===== src/rtl/spi_pkg.sv =====
// Shared types and default sizing for the SPI byte sequencer slice.
package spi_pkg;

  typedef logic [7:0] byte_t;

  typedef enum logic [0:0] {
    IDLE = 1'b0,
    WAIT = 1'b1
  } seq_state_t;

  localparam int DEFAULT_DEPTH   = 8;
  localparam int DEFAULT_TIMEOUT = 64;

endpackage


===== src/rtl/spi_sync_fifo.sv =====
// Synchronous first-word-fall-through FIFO with valid/ready on both sides
// and an occupancy output. FULL_POP_PUSH lets a push land in the slot that a
// same-cycle pop frees when the FIFO is full.
module spi_sync_fifo
  import spi_pkg::*;
#(
  parameter int WIDTH         = 8,
  parameter int DEPTH         = DEFAULT_DEPTH,
  parameter bit FULL_POP_PUSH = 1'b0
) (
  input  logic                     i_clk,
  input  logic                     i_rst_n,
  input  logic [WIDTH-1:0]         i_wr_data,
  input  logic                     i_wr_valid,
  output logic                     o_wr_ready,
  output logic [WIDTH-1:0]         o_rd_data,
  output logic                     o_rd_valid,
  input  logic                     i_rd_ready,
  output logic [$clog2(DEPTH):0]   o_level
);

  localparam int AW = $clog2(DEPTH);
  localparam int LW = AW + 1;
  localparam logic [LW-1:0] FULL_LEVEL = LW'(DEPTH);

  logic [WIDTH-1:0] r_mem [DEPTH];
  logic [AW-1:0]    r_wr_ptr;
  logic [AW-1:0]    r_rd_ptr;
  logic [LW-1:0]    r_count;

  logic w_full;
  logic w_empty;
  logic w_push;
  logic w_pop;

  assign w_full     = (r_count == FULL_LEVEL);
  assign w_empty    = (r_count == {LW{1'b0}});
  assign o_wr_ready = !w_full || (FULL_POP_PUSH && i_rd_ready);
  assign o_rd_valid = !w_empty;
  assign o_rd_data  = r_mem[r_rd_ptr];
  assign o_level    = r_count;
  assign w_push     = i_wr_valid && o_wr_ready;
  assign w_pop      = !w_empty && i_rd_ready;

  // Pointer and occupancy bookkeeping; pointers wrap naturally at DEPTH.
  always_ff @(posedge i_clk) begin
    if (!i_rst_n) begin
      r_wr_ptr <= {AW{1'b0}};
      r_rd_ptr <= {AW{1'b0}};
      r_count  <= {LW{1'b0}};
    end else begin
      if (w_push) begin
        r_wr_ptr <= r_wr_ptr + AW'(1);
      end
      if (w_pop) begin
        r_rd_ptr <= r_rd_ptr + AW'(1);
      end
      case ({w_push, w_pop})
        2'b10:   r_count <= r_count + LW'(1);
        2'b01:   r_count <= r_count - LW'(1);
        default: r_count <= r_count;
      endcase
    end
  end

  // Storage write; contents need no reset because occupancy gates reads.
  always_ff @(posedge i_clk) begin
    if (w_push) begin
      r_mem[r_wr_ptr] <= i_wr_data;
    end
  end

endmodule


===== src/rtl/spi_byte_seq.sv =====
// Host-side sequencer feeding an SPI master one byte at a time: TX bytes are
// buffered, issued with a start pulse, and each received byte is collected
// into an RX FIFO. A watchdog latches an error if the master never finishes.
module spi_byte_seq
  import spi_pkg::*;
#(
  parameter int DEPTH   = DEFAULT_DEPTH,
  parameter int TIMEOUT = DEFAULT_TIMEOUT
) (
  input  logic                   i_clk,
  input  logic                   i_rst_n,
  input  logic [7:0]             i_tx_data,
  input  logic                   i_tx_valid,
  output logic                   o_tx_ready,
  output logic [7:0]             o_rx_data,
  output logic                   o_rx_valid,
  input  logic                   i_rx_ready,
  output logic [7:0]             o_spi_tx_byte,
  output logic                   o_spi_tx_start,
  input  logic                   i_spi_done,
  input  logic [7:0]             i_spi_rx_byte,
  output logic                   o_busy,
  output logic [$clog2(DEPTH):0] o_tx_level,
  output logic                   o_err_timeout,
  input  logic                   i_err_clr
);

  localparam int LW = $clog2(DEPTH) + 1;
  localparam int TW = (TIMEOUT > 1) ? $clog2(TIMEOUT) : 1;
  localparam logic [TW-1:0] TIMER_LAST    = TW'(TIMEOUT - 1);
  localparam logic [LW-1:0] RX_FULL_LEVEL = LW'(DEPTH);

  seq_state_t    r_state;
  logic [TW-1:0] r_timer;
  byte_t         r_spi_tx_byte;
  logic          r_spi_tx_start;
  logic          r_err_timeout;

  byte_t         w_tx_head;
  logic          w_tx_head_valid;
  logic [LW-1:0] w_tx_level;
  logic [LW-1:0] w_rx_level;
  logic          w_rx_wr_ready;
  logic          w_issue;
  logic          w_rx_push;
  logic          w_timeout;

  spi_sync_fifo #(
    .WIDTH        (8),
    .DEPTH        (DEPTH),
    .FULL_POP_PUSH(1'b0)
  ) u_tx_fifo (
    .i_clk     (i_clk),
    .i_rst_n   (i_rst_n),
    .i_wr_data (i_tx_data),
    .i_wr_valid(i_tx_valid),
    .o_wr_ready(o_tx_ready),
    .o_rd_data (w_tx_head),
    .o_rd_valid(w_tx_head_valid),
    .i_rd_ready(w_issue),
    .o_level   (w_tx_level)
  );

  spi_sync_fifo #(
    .WIDTH        (8),
    .DEPTH        (DEPTH),
    .FULL_POP_PUSH(1'b1)
  ) u_rx_fifo (
    .i_clk     (i_clk),
    .i_rst_n   (i_rst_n),
    .i_wr_data (i_spi_rx_byte),
    .i_wr_valid(w_rx_push),
    .o_wr_ready(w_rx_wr_ready),
    .o_rd_data (o_rx_data),
    .o_rd_valid(o_rx_valid),
    .i_rd_ready(i_rx_ready),
    .o_level   (w_rx_level)
  );

  // Decode issue / completion / watchdog events for the current state.
  // RX space is reserved at issue time so the reply always has a slot.
  always_comb begin
    w_issue   = 1'b0;
    w_rx_push = 1'b0;
    w_timeout = 1'b0;
    case (r_state)
      IDLE: begin
        w_issue = w_tx_head_valid && (w_rx_level < RX_FULL_LEVEL) && !r_err_timeout;
      end
      WAIT: begin
        w_rx_push = i_spi_done && w_rx_wr_ready;
        w_timeout = !i_spi_done && (r_timer == TIMER_LAST);
      end
      default: begin
        w_issue   = 1'b0;
        w_rx_push = 1'b0;
        w_timeout = 1'b0;
      end
    endcase
  end

  // Sequencer FSM, watchdog timer and sticky error (a set beats a clear).
  always_ff @(posedge i_clk) begin
    if (!i_rst_n) begin
      r_state        <= IDLE;
      r_timer        <= {TW{1'b0}};
      r_spi_tx_byte  <= 8'h00;
      r_spi_tx_start <= 1'b0;
      r_err_timeout  <= 1'b0;
    end else begin
      r_spi_tx_start <= 1'b0;
      case (r_state)
        IDLE: begin
          if (w_issue) begin
            r_spi_tx_byte  <= w_tx_head;
            r_spi_tx_start <= 1'b1;
            r_timer        <= {TW{1'b0}};
            r_state        <= WAIT;
          end
        end
        WAIT: begin
          if (i_spi_done || w_timeout) begin
            r_timer <= {TW{1'b0}};
            r_state <= IDLE;
          end else begin
            r_timer <= r_timer + TW'(1);
          end
        end
        default: begin
          r_timer <= {TW{1'b0}};
          r_state <= IDLE;
        end
      endcase
      if (w_timeout) begin
        r_err_timeout <= 1'b1;
      end else if (i_err_clr) begin
        r_err_timeout <= 1'b0;
      end
    end
  end

  assign o_spi_tx_byte  = r_spi_tx_byte;
  assign o_spi_tx_start = r_spi_tx_start;
  assign o_err_timeout  = r_err_timeout;
  assign o_tx_level     = w_tx_level;
  assign o_busy         = (r_state != IDLE) || w_tx_head_valid;

endmodule


===== config.mk =====
export PLATFORM = sky130hd
export DESIGN_NAME = spi_byte_seq
export DESIGN_NICKNAME = d
export VERILOG_FILES = /design/src/rtl/spi_pkg.sv /design/src/rtl/spi_sync_fifo.sv /design/src/rtl/spi_byte_seq.sv
export SDC_FILE = /design/constraint.sdc
export NUM_CORES = 1
export LEC_CHECK = 0
export CORE_ASPECT_RATIO = 0.8
export CORE_MARGIN = 3
export CORE_UTILIZATION = 45
export CTS_BUF_LIST = sky130_fd_sc_hd__clkbuf_2
export CTS_CLUSTER_DIAMETER = 120
export CTS_CLUSTER_SIZE = 28
export DETAILED_ROUTE_END_ITERATION = 8
export PLACE_DENSITY = 0.65
export SYNTH_ARGS = -nofsm -noshare
export SYNTH_HDL_FRONTEND = slang
export SYNTH_SLANG_ARGS = --single-unit
export TNS_END_PERCENT = 100

===== constraint.sdc =====
create_clock -name i_clk -period 2.5 [get_ports i_clk]
set_clock_uncertainty 0.15 [all_clocks]
set_input_delay 0.25 -clock i_clk [delete_from_list [all_inputs] [get_ports i_clk]]
set_output_delay 0.25 -clock i_clk [all_outputs]
set_load 0.02 [all_outputs]

* Word-level counts from Yosys, hierarchy flattened
Memories as Yosys holds them, arrays and structs flattened. A register that Yosys moved wholly into a read port is not among the register bits.
Index checks and enable logic that the tools add are counted.
** Storage, ports and cells
- Output and inout port bits :: 25
- Bits in registers :: 29
- RAM bits :: 128
- Memories kept :: 2
- Logic and storage cells :: 76
- Input bits :: 22
** Operators by class
- Equality and inequality tests :: 8
- Reductions and logical operators :: 25
- Mux-type cells :: 19
- $lt $le $gt $ge :: 1
- Bitwise operators :: 2
- Add/sub/neg operators :: 9
** Memory list
- u_rx_fifo.r_mem :: words 8, bits a word 8, read ports 1, clocked after Yosys merged registers in 1, write ports 1, RTL line spi_sync_fifo.sv:26 : logic [WIDTH-1:0] r_mem [DEPTH];
- u_tx_fifo.r_mem :: words 8, bits a word 8, read ports 1, clocked after Yosys merged registers in 1, write ports 1, RTL line spi_sync_fifo.sv:26
** Operator list (number)
- $pmux 4 s2 :: 2
- $add 3x1->3 const B :: 4
- $mux 6 :: 2
- $pmux 6 s2 :: 1
- $mux 1 :: 11
- $add 4x1->4 const B :: 2
- $eq 4x4->1 const B :: 2
- $logic_and 1x1->1 :: 8
- $logic_not 4->1 :: 2
- $sub 4x1->4 const B :: 2
- $logic_not 1->1 :: 7
- $add 6x1->6 const B :: 1
- $eq 6x6->1 const B :: 1
- $mux 3 :: 2
- $reduce_bool 2->1 :: 3
- $eq 2x1->1 const B :: 2
- $eq 2x2->1 const B :: 2
- $lt 4x4->1 const B :: 1
- $logic_or 1x1->1 :: 3
- $ne 2x1->1 const B :: 1
- $not 1->1 :: 2
- $pmux 1 s2 :: 1
- $reduce_and 2->1 :: 1
- $reduce_or 2->1 :: 1

* Depth between registers and ports, before layout
- Depth after elaboration :: 8
- Gate-level depth with buffers :: 11
- Mapped depth without buffers :: 10

* Modules after synthesis
Synthesis repeated with hierarchy kept, for this count alone.
** Second synthesis, totals
- Cells, all modules :: 416
- Area, all modules :: 7004.2 um2
** By module, submodules not included
- spi_sync_fifo (u_rx_fifo) :: cells each 167, sequential area each 2182.1 um2, area each 3151.8 um2, times used 1
- spi_sync_fifo (u_tx_fifo) :: cells each 167, sequential area each 2182.1 um2, area each 3089.2 um2, times used 1
- spi_byte_seq :: cells each 82, sequential area each 340.3 um2, area each 763.2 um2, times used 1

* Least setup slack after synthesis
No wires, ideal clock.
- Kind :: register to register
- From :: reg u_tx_fifo.r_count[0] (netlist: u_tx_fifo.o_level[0])
- To :: reg u_tx_fifo.r_count[2] (netlist: u_tx_fifo.o_level[2])
- Stages on the path, launching flop included :: 12
- Arrival :: 2554 ps
- Required time :: 2274 ps
- Clock period less this slack :: 2780 ps
- Library setup time :: 76 ps
- Path buffers :: 2
- Setup slack :: -280 ps
- Cells stage by stage :: dfxtp_1 -> or4_4 -> buf_6 -> and2_4 -> buf_6 -> ha_1 -> xor2_1 -> ha_1 -> a21oi_1 -> xor2_1 -> or3_1 -> a21boi_0
** On the way
- Word-level cells in the longest chain between the ends :: 8
- Elaborated cells between the ends (all ways) :: 15
- Those cells by class :: add/sub: 2; eq/ne: 3; mux: 2; reduce/logical: 8
** Ends and longest elaborated chain
- start: declaration :: RTL line spi_sync_fifo.sv:29 : logic [LW-1:0] r_count;
- start signal: assignment :: RTL line spi_sync_fifo.sv:50 : r_count <= {LW{1'b0}};
- start signal: assignment :: RTL line spi_sync_fifo.sv:59 : 2'b10: r_count <= r_count + LW'(1);
- start signal: assignment :: RTL line spi_sync_fifo.sv:60 : 2'b01: r_count <= r_count - LW'(1);
- $logic_not 4->1 (*) :: RTL line spi_sync_fifo.sv:37 : assign w_empty = (r_count == {LW{1'b0}});
- $logic_not 1->1 (*) :: RTL line spi_sync_fifo.sv:39, spi_sync_fifo.sv:43
- $logic_and 1x1->1 (2 in series) :: RTL line spi_byte_seq.sv:88 : w_issue = w_tx_head_valid && (w_rx_level < RX_FULL_LEVEL) && !r_err_timeout;
- $mux 1 :: RTL line spi_byte_seq.sv:86 : case (r_state)
- $logic_and 1x1->1 (*) :: RTL line spi_sync_fifo.sv:43 : assign w_pop = !w_empty && i_rd_ready;
- named net u_tx_fifo.w_pop :: RTL line spi_sync_fifo.sv:34 : logic w_pop;
- $eq 2x1->1 or $eq 2x2->1 (tied branches) :: RTL line spi_sync_fifo.sv:58 : case ({w_push, w_pop})
- $pmux 4 s2 or $reduce_bool 2->1 (tied branches)
The timed path passes the listed nets; every way through them passes the cells marked *.
A chain may end at the register's enable or synchronous reset.

==> out/results.ini <==
[clock_tree]
ctsHtreeMaxLevel = 4
clkTransAtPathRegs_ns = 0.23
insertion_delay_ns = 0.71
cts-root-buf = clkbuf_2
cts_tree = done
clk_path_buf_depth = 2
cts_made_buffers = 17
numClockSinks = 168

[final_layout]
layout.nets = 542
layout-drive-gt1-share = 0.316
area_delta_synth_final_pct = 21.4
stdcell_area_um2 = 8190
diodes = 0
fill_cells = 1155
final_util = 0.565

[timing]
final_max_slew_viol_count = 0
rsz0062_at_grt = yes
hold_viol_final = 0
fmax_ghz = 0.381
layout_setup_ws_ns = -0.128
setup_viol = 9
post-route-period-util = 1.05
worstMarginPinSlew_ns = 0.867
fin_crit_ns = 2.63
slew_headroom = 0.420

[setup_path]
cp-start-kind = register
r2r_end = u_rx_fifo.o_level[2]
cp-end-kind = output port
rr_worst_depth = 10
cp_data_required_time_ns = 2.10
crit_type = register to output port
critPathArrivalTime_ns = 2.23
cp_slowest_cell = mux4_2
rr_startpoint = u_rx_fifo.o_level[0]
crit_chain = buf_12 > mux4_2 > mux2_2 > buf_2
critPathMaxStageDelay_ns = 0.51
r2r_slack_ns = 0.02
crit_fanout = 8

[synthesis]
ys_ff_latch = 168
yosys-top-cells-count = edfxtp_1 (128), dfxtp_1 (40), mux4_2 (32)
synth_most_common_cell = edfxtp_1
synthTopCellsByArea = edfxtp_1 (57%), dfxtp_1 (12%), mux4_2 (11%), ha_1 (2.0%), mux2_2 (1.3%)
synth-main-ff-cell = edfxtp_1
syn_area_per_cell_um2 = 16.4
postSynth.asyncResetShare = 0
yosysSeqAreaShare = 0.688
ys_warn_count = 0
synthesis.area_um2 = 6750
synth_top_area_frac = 0.570
synthCells = 411
synth_edf_count = 128
yosysTopAreaCell = edfxtp_1
synth_nets = 444
yosysUniqueCellTypes = 49

[place]
numPortBuffers = 46
hpwlAfterDp_um = 8230
postPlaceCellArea_um2 = 7690
dp_slack_ns = 0.00368
place_congestion = 0.752

[route]
routed_wl_um = 12900
drt_pass1_iterations = 4
ant_nets = 0
wl_per_cell_um = 18.2
vias = 3732
viasPerCell = 5.29
drt_iter0_markers = 230
drc = 0

[floorplanning]
die_area_um2 = 16500
rows = 39
coreArea_um2 = 14500
start_util = 0.466
die_h_um = 116
io_pins = 47
die_w_um = 143

[min_path]
hold_start = i_tx_data[1]
whs_path_depth = 1
min_to = u_tx_fifo.r_mem[2][1]
holdCritPathClass = primary input to register

[power_and_ir_drop]
p_leak_nw = 2.80
ir_worst_vdd_mv = 0.642
powerDensity_nw_per_um2 = 969
power_w = 0.00794

[global_route]
grt_pass1_wl_um = 20400
grt_pass1_vias = 3851
grt-ovfl-total = 0
antenna_found_initial = 0
grt_max_degree = 19
track_usage = 0.166

[run]
cap_viol_max_count = 0

[outcome]
violations = setup timing
outcome = finished, violations left

## logic make-up after synthesis
family | Yosys count | synth area share
and+or+nand+nor | 103 | 0.0823
DFF | 168 | 0.688
muxes | 45 | 0.128
buffers and inverters | 24 | 0.0185
adders and majority gates | 11 | 0.0204
AOI/OAI and AO/OA | 48 | 0.0471
xor gates and xnor gates | 12 | 0.0156
## final cells by class
| type | count | area [um^2] | share of cell area |
|---|---|---|---|
| Timing Repair Buffer | 97 | 877 | 0.107 |
| Tap cell | 184 | 230 | 0.0281 |
| Sequential cell | 168 | 4660 | 0.569 |
| Clock buffer | 18 | 90.1 | 0.0110 |
| Multi-Input combinational cell | 219 | 2090 | 0.255 |
| Clock inverter | 14 | 221 | 0.0270 |
| Inverter | 6 | 22.5 | 0.00275 |
## critical path, delay by kind of cell, from the launching register on
| kind | cells | cell delay [ns] |
|---|---|---|
| buffers and inverters | 2 | 0.30 |
| DFF | 1 | 0.42 |
| muxes | 2 | 0.78 |
## stage by stage
stage               setup TNS [ns]  hold WS (ns)  instances
finish                      -0.822        0.0888        706
global route                 -2.33       0.00653        706
CTS                          -2.13       0.00742        701
detailed placement               0         0.337        663
global placement                 0         0.327        663
floorplan                   -0.194         0.199        411
## report_power, final
part	leakage (nW)	internal, W	switching, W
sequential	1.49	0.00325	0.000141
combinational	1.14	0.00144	0.00141
clock	0.171	0.000769	0.000932
total	2.80	0.00546	0.00248
## layout by cell type, fill, tap and decap left out, types with 6 or more instances in the layout
cell type and count:
clkdlybuf4s50_1 35, xnor2_1 7, o21ai_0 11, nand3_1 11, nand2_1 17, nor2_1 18, mux4_2 32, nor2b_1 10
dfxtp_1 34, o22ai_1 9, ha_1 7, buf_4 45, buf_6 11, edfxtp_1 128, a21oi_1 6, and2_1 10
clkbuf_2 19
## per-layer routing
| layer | up-vias | GRT usage | wire (um) |
|---|---|---|---|
| met2 | 72 | 0.282 | 6740 |
| met1 | 1860 | 0.206 | 5450 |
| met4 | 0 | 0.0570 | 195 |
| met3 | 15 | 0.0474 | 499 |
| li1 | 1785 | - | - |
| met5 | - | 0 | 0 |
## state kept, by name, indices dropped and copies added, names as in the netlist, named ones only
signal / flops
o_err_timeout: 1
o_spi_tx_byte: 8
o_spi_tx_start: 1
r_state: 1
r_timer: 6
u_rx_fifo.o_level: 4
u_rx_fifo.r_mem: 64
u_rx_fifo.r_rd_ptr: 3
u_rx_fifo.r_wr_ptr: 3
u_tx_fifo.o_level: 4
u_tx_fifo.r_mem: 64
u_tx_fifo.r_rd_ptr: 3
u_tx_fifo.r_wr_ptr: 3
## repair_timing
action | in CTS | in global routing
resized for setup | 71 | 14
endpoints found under the hold margin | 1 | 0
pin swaps | 1 | 6
cloned | 1 | 0
setup endpoints to repair | 12 | 14
setup buffers | 4 | 6
hold buffers | 1 | 0
## worst max path at each step
stage / startpoint / end / slack (ns) / depth (start not counted)
floorplan: u_tx_fifo.o_level[3] / u_tx_fifo.o_level[2] / -0.11 / 11
global placement: i_rx_ready / u_rx_fifo.o_level[2] / 0.06 / 10
detailed placement: i_rx_ready / u_rx_fifo.o_level[2] / 0.004 / 10
CTS: register / o_rx_data[7] / -0.30 / 5
global route: register / o_rx_data[7] / -0.27 / 4
finish: register / o_rx_data[4] / -0.13 / 4
Power figures use the tool's default switching activity.
==> variant, RTL diff (same flow settings) <==
Change the package constant `DEFAULT_DEPTH` from 8 to 16.
--- a/src/rtl/spi_pkg.sv
+++ b/src/rtl/spi_pkg.sv
@@ -8,7 +8,7 @@
     WAIT = 1'b1
   } seq_state_t;
 
-  localparam int DEFAULT_DEPTH   = 8;
+  localparam int DEFAULT_DEPTH   = 16;
   localparam int DEFAULT_TIMEOUT = 64;
 
 endpackage
Interface: changed (resized o_tx_level); port bits go from 47 to 48. No check against the original RTL was run, so the function may have changed too.
==> variant against the unedited design <==
  * The run still ends with setup timing left
  * Total power increased by 40%
  * Hold slack got worse by 0.0061 ns
  * Sequential cell count increased by 135
  * Worst setup slack got worse by 0.50 ns
  * Synthesized area increased by 82%
  * Cell area increased by 70%
  * Routed wire length increased by 95%
  * Critical path depth unchanged
  * Cell count increased by 70%
  * Highest routed layer unchanged
==> variant: results (changes against the unedited design) <==
{| class="wikitable"
! Metric !! Value
|-
| Clock network latency to the later pin of the worst-skew pair || 0.87 ns (was 0.71 ns)
|-
| Worst Setup Slack, final || -0.632 ns (was -0.128 ns)
|-
| Data arrival, critical path || 2.73 ns (was 2.23 ns)
|-
| CTS Buffer Depth || 3 (was 2)
|-
| TNS Setup || -5.18 ns (was -0.822 ns)
|-
| Launching point of the worst reg2reg path || u_tx_fifo.o_level[1] (was u_rx_fifo.o_level[0])
|-
| Static leakage || 0.00451 uW (was 0.00280 uW)
|-
| RR Endpoint || u_tx_fifo.o_level[4] (was u_rx_fifo.o_level[2])
|-
| Number of design-rule violations left by the first detailed-router iteration || 548 (was 230)
|-
| Number of endpoints failing setup at the final stage || 11 (was 9)
|-
| R2R cell count || 11 (was 10)
|-
| Final routed wire length divided by cell count || 21.0 um (was 18.2 um)
|-
| Nets || 876 (was 542)
|-
| Violations in the final reports || setup timing (unchanged)
|-
| First-pass GRT wire length || 39.4 mm (was 20.4 mm)
|-
| Final RePlAce weighted congestion || 0.851 (was 0.752)
|-
| HP Start || i_spi_rx_byte[5] (was i_tx_data[1])
|-
| Portion of the post-synthesis area used by sequential elements || 70.3% (was 68.8%)
|-
| Cell internal pwr || 7720 uW (was 5460 uW)
|-
| Pin count of the biggest net entering global routing || 33 (was 19)
|-
| Top post-synthesis cells by count || sky130_fd_sc_hd__edfxtp_1, sky130_fd_sc_hd__mux2i_1, sky130_fd_sc_hd__dfxtp_1, sky130_fd_sc_hd__nor2_1, sky130_fd_sc_hd__nand2_1 (was sky130_fd_sc_hd__edfxtp_1, sky130_fd_sc_hd__dfxtp_1, sky130_fd_sc_hd__mux4_2)
|-
| Cell types with the largest area share after synthesis || sky130_fd_sc_hd__edfxtp_1, sky130_fd_sc_hd__dfxtp_1, sky130_fd_sc_hd__mux4_1 (was sky130_fd_sc_hd__edfxtp_1, sky130_fd_sc_hd__dfxtp_1, sky130_fd_sc_hd__mux4_2)
|-
| Destination of the worst hold path || u_rx_fifo.r_mem[3][5] (was u_tx_fifo.r_mem[2][1])
|-
| Via count of the first global-routing pass || 6888 (was 3851)
|-
| IR drop worst, VDD || 0.529 mV (was 0.642 mV)
|-
| Via count normalized by instance count || 5.48 (was 5.29)
|-
| First-pass iteration count of the detailed router || 5 (was 4)
|-
| Slowest CP cell || sky130_fd_sc_hd__dfxtp_4 (was sky130_fd_sc_hd__mux4_2)
|-
| Antenna violations before repair || 1 (was 0)
|-
| Clock transition time at the flip-flop clock pins of the worst setup and hold paths || 0.46 ns (was 0.23 ns)
|-
| H-tree depth || 1 (was 4)
|-
| Delay of the slowest cell on the worst path || 0.54 ns (was 0.51 ns)
|-
| Status || complete, but fails checks (unchanged)
|-
| Worst max-slew margin expressed relative to the limit || 53.2% (was 42.0%)
|-
| Placed cell area || 13700 um2 (was 7690 um2)
|}
-- variant: power by group through the flow --
stage	Combinational (uW)	Sequential, uW	Clock (uW)
5_1_grt	3910	5990	1840
2_1_floorplan	2090	6070	0
4_1_cts	3530	5950	1640
3_5_place_dp	3360	6040	0
3_3_place_gp	3220	6020	0
6_report	3610	5950	1580
-- variant: through the flow --
step,total power (uW),std cells
global placement,9240,1165
finish,11100,1200
detailed placement,9400,1165
CTS,11100,1198
floorplan,8170,719
global route,11700,1200
-- variant: final cells by class --
cell class	count	area, um2
Fill cell	2176	12600
Sequential cell	303	8660
Antenna cell	1	2.50
Clock buffer	23	115
Inverter	17	66.3
Clock inverter	1	6.26
Tap cell	357	447
Timing Repair Buffer	136	1250
Multi-Input combinational cell	362	3410
-- variant: cell families after synthesis --
| kind of cell | Yosys count | share of synthesized area, % |
|---|---|---|
| AO/OA/AOI/OAI | 83 | 4.54 |
| AND/OR/NAND/NOR | 144 | 5.89 |
| adder cells (fa/ha/maj) | 20 | 2.10 |
| flip-flops | 303 | 70.3 |
| XOR/XNOR | 17 | 1.21 |
| multiplexers | 98 | 13.8 |
| buffers and inverters | 54 | 2.16 |
-- variant: per-layer routing --
| metal | part of all wire, % | up-vias | global-route usage [%] | routed length (um) |
|---|---|---|---|---|
| met1 | 44 | 3337 | 23.9 | 11000 |
| met4 | 2.0 | 0 | 3.63 | 499 |
| met2 | 49 | 201 | 29.3 | 12400 |
| met5 | 0 | - | 0 | 0 |
| met3 | 5.0 | 32 | 2.30 | 1260 |
| li1 | - | 3008 | - | - |
-- variant: repair_timing --
item	4_1_cts	5_1_grt
hold endpoints to repair	4	0
buffers inserted	5	1
resized for setup	81	43
endpoints found under the setup margin	20	17
cloned	1	1
hold buffers	3	0
pin swaps	6	10
